**config.mk**
```make
export PLATFORM = sky130hd
export DESIGN_NAME = date_display_sched
export DESIGN_NICKNAME = d
export VERILOG_FILES = /design/src/rtl/date_display_sched.sv
export SDC_FILE = /design/constraint.sdc
export NUM_CORES = 1
export LEC_CHECK = 0
export ABC_AREA = 1
export CELL_PAD_IN_SITES_DETAIL_PLACEMENT = 0
export CELL_PAD_IN_SITES_GLOBAL_PLACEMENT = 1
export CORE_MARGIN = 2
export CORE_UTILIZATION = 41
export DETAILED_ROUTE_END_ITERATION = 8
export PLACE_DENSITY_LB_ADDON = 0.15
export SLEW_MARGIN = 10
export SYNTH_ARGS = -nofsm -noshare
export SYNTH_HDL_FRONTEND = slang
export SYNTH_HIERARCHICAL = 1
export SYNTH_SLANG_ARGS = --single-unit
```
**constraint.sdc**
```tcl
create_clock -name MAX10_CLK1_50 -period 4.6 [get_ports MAX10_CLK1_50]
set_clock_uncertainty 0.05 [all_clocks]
set_input_delay 1.15 -clock MAX10_CLK1_50 [delete_from_list [all_inputs] [get_ports MAX10_CLK1_50]]
set_output_delay 1.15 -clock MAX10_CLK1_50 [all_outputs]
set_load 0.005 [all_outputs]
```
**src/rtl/date_display_sched.sv**
```systemverilog
// Date display sequencer: rotates four BCD date sources onto one display path, with a blanking gap between sources.
// Optional backward-step key enabled by defining DATE_SCHED_PREV_KEY_EN.

module DateKeyDebounce #(
  parameter int DEB_CYCLES = 500000
) (
  input  logic clk_i,
  input  logic rst_ni,
  input  logic key_n_i,
  output logic press_o
);

  localparam int CW = (DEB_CYCLES > 1) ? $clog2(DEB_CYCLES) : 1;

  logic          s1_q, sync_q, deb_q, deb_d;
  logic [CW-1:0] cnt_q, cnt_d;

  always_ff @(posedge clk_i or negedge rst_ni) begin
    if (!rst_ni) begin
      s1_q   <= 1'b1;
      sync_q <= 1'b1;
      deb_q  <= 1'b1;
      cnt_q  <= '0;
    end else begin
      s1_q   <= key_n_i;
      sync_q <= s1_q;
      deb_q  <= deb_d;
      cnt_q  <= cnt_d;
    end
  end

  // The level flips on the DEB_CYCLES-th consecutive differing sample; only the falling flip is a press.
  always_comb begin
    cnt_d   = '0;
    deb_d   = deb_q;
    press_o = 1'b0;
    if (sync_q != deb_q) begin
      if (cnt_q == CW'(DEB_CYCLES - 1)) begin
        deb_d   = sync_q;
        press_o = ~sync_q;
      end else begin
        cnt_d = cnt_q + 1'b1;
      end
    end
  end

endmodule

module date_display_sched #(
  parameter int TICK_DIV    = 50000000,
  parameter int DWELL_TICKS = 3,
  parameter int DEB_CYCLES  = 500000,
  parameter int BLANK_CYC   = 2500000
) (
  input  logic        MAX10_CLK1_50,
  input  logic        RESET_N,
  input  logic        key_next_n,
`ifdef DATE_SCHED_PREV_KEY_EN
  input  logic        key_prev_n,
`endif
  input  logic        auto_en,
  input  logic [23:0] src0,
  input  logic [23:0] src1,
  input  logic [23:0] src2,
  input  logic [23:0] src3,
  output logic [23:0] date_out,
  output logic [1:0]  sel,
  output logic        disp_blank,
  output logic        upd
);

  localparam int TW  = (TICK_DIV > 1)    ? $clog2(TICK_DIV)    : 1;
  localparam int DWW = (DWELL_TICKS > 1) ? $clog2(DWELL_TICKS) : 1;
  localparam int BW  = (BLANK_CYC > 1)   ? $clog2(BLANK_CYC)   : 1;

  typedef enum logic {SHOW, BLANK} state_t;

  state_t         state_q, state_d;
  logic [1:0]     sel_q, sel_d, selStep;
  logic [23:0]    date_q, date_d;
  logic           upd_q, upd_d;
  logic           autoS1_q, autoSync_q;
  logic [TW-1:0]  presc_q;
  logic [DWW-1:0] dwell_q, dwell_d;
  logic [BW-1:0]  blank_q, blank_d;
  logic           tick, expire, advance, pressNext, pressPrev;
  logic [23:0]    srcArr [4];

  assign srcArr[0] = src0;
  assign srcArr[1] = src1;
  assign srcArr[2] = src2;
  assign srcArr[3] = src3;

  DateKeyDebounce #(.DEB_CYCLES(DEB_CYCLES)) uNextDeb (
    .clk_i   (MAX10_CLK1_50),
    .rst_ni  (RESET_N),
    .key_n_i (key_next_n),
    .press_o (pressNext)
  );

`ifdef DATE_SCHED_PREV_KEY_EN
  logic dirBack_q, dirBack_d;

  DateKeyDebounce #(.DEB_CYCLES(DEB_CYCLES)) uPrevDeb (
    .clk_i   (MAX10_CLK1_50),
    .rst_ni  (RESET_N),
    .key_n_i (key_prev_n),
    .press_o (pressPrev)
  );

  assign selStep = dirBack_q ? (sel_q - 2'd1) : (sel_q + 2'd1);
`else
  assign pressPrev = 1'b0;
  assign selStep   = sel_q + 2'd1;
`endif

  assign tick    = (presc_q == TW'(TICK_DIV - 1));
  assign expire  = (state_q == SHOW) && autoSync_q && tick && (dwell_q == DWW'(DWELL_TICKS - 1));
  assign advance = (state_q == SHOW) && (pressNext || pressPrev || expire);

  always_ff @(posedge MAX10_CLK1_50 or negedge RESET_N) begin
    if (!RESET_N) begin
      state_q    <= SHOW;
      sel_q      <= 2'd0;
      date_q     <= 24'h000000;
      upd_q      <= 1'b0;
      autoS1_q   <= 1'b0;
      autoSync_q <= 1'b0;
      presc_q    <= '0;
      dwell_q    <= '0;
      blank_q    <= '0;
    end else begin
      state_q    <= state_d;
      sel_q      <= sel_d;
      date_q     <= date_d;
      upd_q      <= upd_d;
      autoS1_q   <= auto_en;
      autoSync_q <= autoS1_q;
      presc_q    <= tick ? '0 : presc_q + 1'b1;
      dwell_q    <= dwell_d;
      blank_q    <= blank_d;
    end
  end

`ifdef DATE_SCHED_PREV_KEY_EN
  // Direction is latched at the advance and consumed at the BLANK exit; next and auto always step forward.
  always_ff @(posedge MAX10_CLK1_50 or negedge RESET_N) begin
    if (!RESET_N) begin
      dirBack_q <= 1'b0;
    end else begin
      dirBack_q <= dirBack_d;
    end
  end

  always_comb begin
    dirBack_d = dirBack_q;
    if (advance) begin
      dirBack_d = pressPrev && !pressNext;
    end
  end
`endif

  always_comb begin
    state_d = state_q;
    sel_d   = sel_q;
    date_d  = date_q;
    upd_d   = 1'b0;
    dwell_d = dwell_q;
    blank_d = blank_q;
    case (state_q)
      SHOW: begin
        date_d = srcArr[sel_q];
        if (advance) begin
          state_d = BLANK;
          blank_d = '0;
          dwell_d = '0;
        end else if (!autoSync_q) begin
          dwell_d = '0;
        end else if (tick) begin
          dwell_d = dwell_q + 1'b1;
        end
      end
      BLANK: begin
        // Presses here are simply not looked at, so they are dropped rather than queued.
        dwell_d = '0;
        if (blank_q == BW'(BLANK_CYC - 1)) begin
          state_d = SHOW;
          sel_d   = selStep;
          date_d  = srcArr[selStep];
          upd_d   = 1'b1;
        end else begin
          blank_d = blank_q + 1'b1;
        end
      end
      default: state_d = SHOW;
    endcase
  end

  assign date_out   = date_q;
  assign sel        = sel_q;
  assign disp_blank = (state_q == BLANK);
  assign upd        = upd_q;

endmodule
```
==> impl_metrics.csv <==
group,metric,value,unit
clock_tree,cts_tree,"yes",
clock_tree,ctsHtreeMaxLevel,3,
pwr,power_frac_clock,43.6,%
global_routing,grt-ovfl-total,0,
yosys,synth_warnings,6,
pwr,powerDensity,229,mW/mm^2
drt,drc,0,
setup_path,crit_buf_inv,1,
drt,ant_nets,0,
setup_path,worstSetupPathType,"register to output port",
yosys,muxShareOfSynthArea,0,%
global_routing,antenna_found_initial,0,
yosys,avgSynthCellArea,6.74,sq um
timing,rsz0062_at_grt,"false",
yosys,synth-xor-area-share,3.64,%
global_routing,first_global_vias,6692,
yosys,syn_inst,1030,
pwr,vdd_drop_max,220,uV
pwr,p_sw_share,23.1,%
yosys,synth_top_family_by_area,"simple AND/OR/NAND/NOR gates",
final_layout,syn2layout_area_growth,24.8,%
place,port_buffers,127,
timing,fin_crit,2.92,ns
setup_path,startpoint_type,"register",
clock_tree,cts_buffers,9,
clock_tree,cts_resized,0,
run_status,status,"finished clean",
yosys,ys_seq_area_share,36.8,%
yosys,yosys-top-cells-area,"dfrtp_1 (36%), nand2_1 (17%), nand3_1 (6.8%)",
yosys,yosysTopAreaCell,"dfrtp_1",
yosys,synth-simple-area-share,37.4,%
setup_path,max_stage_delay,0.74,ns
setup_path,cp_top_family,"flip-flops",
pwr,power.internal,1.53,mW
setup_path,critPathArrivalTime,1.72,ns
timing,relSlewSlack,36.9,%
place,place.gp.congestion,0.839,
timing,hold_violations,0,
setup_path,end_kind,"output port",
pwr,leakage,3.97,nW
timing,min_period_over_period,63.5,%
hold_path,worstHoldPathType,"register to register",
clock_tree,clkTransAtPathRegs,0.07,ns
timing,worst_pin_slew,0.947,ns
die,row_count,47,
global_routing,grt_max_degree,99,
setup_path,slowest_stage,"dfrtp_2",
clock_tree,clock-root-buffer,"clkbuf_16",
pwr,sequentialPowerShare,46.4,%
yosys,async_reset_ff_share,100,%
yosys,synthAdderAreaFrac,0.721,%
die,die_h,134,microns
drt,dr.pass1.iters,4,
global_routing,grt.total_usage,23.1,%
setup_path,cp_data_required_time,3.40,ns
place,hpwlAfterDp,14000,microns
setup_path,crit_fanout,37,
timing,tns,0,ns
yosys,synth_area,0.00694,sq mm
die,die_w,134,microns
yosys,synth.ff_latch_count,102,
timing,finalMaxSlewViolations,0,
setup_path,crit_chain,"clkdlybuf4s50_1",
yosys,synth_top_area_share,35.7,%
final_layout,final_core_utilization,52.2,%
global_routing,grt_pass1_wl,33300,microns
final_layout,fin_nets,1238,
pwr,power_switching,0.459,mW
timing,setup_viol,0,
drt,first_iter_violations,406,
yosys,synth.distinct_cells,39,
drt,vias,6857,
yosys,ys.flop_type,"dfrtp_1",
clock_tree,clockBufferDepth,2,
die,initial_utilization,41.9,%
drt,wire_per_inst,14.5,microns
timing,fmax,342,MHz
yosys,synth_compound_area_share,12.4,%
timing,hold_ws,0.313,ns
drt,wirelength,19700,microns
clock_tree,cts_sinks,102,
die,core_region_area,0.0166,sq mm
job,maxCapViolations,0,
final_layout,layout-drive-gt1-share,6.76,%
drt,viasPerCell,5.05,
final_layout,diodes,0,
clock_tree,clk_latency,0.36,ns
die,die_area,0.0180,sq mm
clock_tree,post_cts_buffers,0,
pwr,combPwrFrac,10.0,%
yosys,syn-num-nets,1134,
die,ioPinCount,128,
clock_tree,cts_hold_buffers,0,
yosys,synth_edf_count,0,
-- cell type report --
| cell class | instances | area [sq um] |
|---|---|---|
| clock buffers | 10 | 239 |
| clock inverters | 6 | 92.6 |
| fillers | 1675 | 7920 |
| inverters | 111 | 417 |
| multi-input cells | 776 | 3760 |
| flip-flops and latches | 102 | 2560 |
| well taps | 220 | 275 |
| repair buffers | 134 | 1320 |
-- metrics by stage --
| step | setup WS (ns) | power [mW] | cell area (sq um) | cells |
|---|---|---|---|---|
| 6_report | 1.68 | 1.99 | 8660 | 1359 |
| 5_1_grt | 1.60 | 2.07 | 8660 | 1359 |
| 4_1_cts | 1.67 | 2.01 | 8660 | 1359 |
| 3_5_place_dp | 1.99 | 1.14 | 8330 | 1343 |
| 3_3_place_gp | 2.05 | 1.14 | 8330 | 1343 |
| 2_1_floorplan | 2.84 | 0.990 | 6940 | 1030 |
-- synth_stat cells (3+ instances only) --
library cell,count
nor2_1,101
nor3b_1,3
xnor2_1,3
nand3_2,4
o21ai_1,7
a21oi_1,34
buf_2,9
nor2_2,8
buf_6,5
dfstp_2,3
nor4_1,4
nand2_1,317
nor2_4,8
inv_2,6
o21ai_0,80
clkbuf_1,18
buf_1,7
ha_1,4
nor3_2,4
or2_2,3
dfrtp_1,99
xor2_1,24
nor3_1,15
nand2_2,10
inv_1,103
nand3_1,94
nand4_1,16
o211ai_1,26
-- layout by cell type (no fill, tap or decap), drive strengths merged, types with 2 or more instances in the layout --
cell type and count:
nand2 328, clkdlybuf4s50 126, nor2 117, inv 111, dfrtp 99, nand3 98, o21ai 87, a21oi 34
o211ai 26, xor2 25, nor3 19, nand4 17, clkbuf 10, buf 8, nor4 4, ha 4
nor3b 4, or2 3, xnor2 3, dfstp 3, clkinv 3, o21bai 2, o21a 2, bufinv 2
-- final timing paths --
path | startpoint | to | slack [ns] | depth (start not counted)
hold / removal | uNextDeb/s1_q | uNextDeb/sync_q | 0.31 | 0
hold reg to reg | uNextDeb/s1_q | uNextDeb/sync_q | 0.31 | 0
setup reg to reg | sel[0] | date_out[10] | 1.94 | 8
max in group asynchronous | RESET_N | uNextDeb/s1_q | 2.76 | 2
min in group asynchronous | RESET_N | presc_q[20] | 0.86 | 1
setup / recovery | sel[1] | sel[1] | 1.68 | 1
-- kinds of logic (layout without fill, tap and decap cells) --
family,Yosys count,count (layout)
and+or+nand+nor,590,590
AOI/OAI and AO/OA,154,154
buffers and inverters,152,261
DFF,102,102
xor gates and xnor gates,28,28
adders and majority gates,4,4
-- power by group through the flow --
stage          clock, mW  combinational [mW]  sequential [mW]
3_3_place_gp           0               0.201            0.940
4_1_cts            0.885               0.201            0.922
6_report           0.866               0.198            0.922
2_1_floorplan          0              0.0523            0.937
5_1_grt            0.924               0.222            0.924
3_5_place_dp           0               0.201            0.939
-- flip-flops by register name, summed over array words and instances, names as in the netlist, 2 cells and up --
register	flops
uNextDeb/cnt_q	19
blank_q	22
dwell_q	2
date_out	24
sel	2
presc_q	26
-- metal layers --
metal	track usage [%]	wire length, microns	vias to the layer above
met3	6.54	1140	19
met4	6.14	336	0
met2	39.1	9360	159
li1	-	-	3530
met5	0	0	-
met1	28.9	8870	3149
No activity file was read; power rests on OpenSTA's default activity.
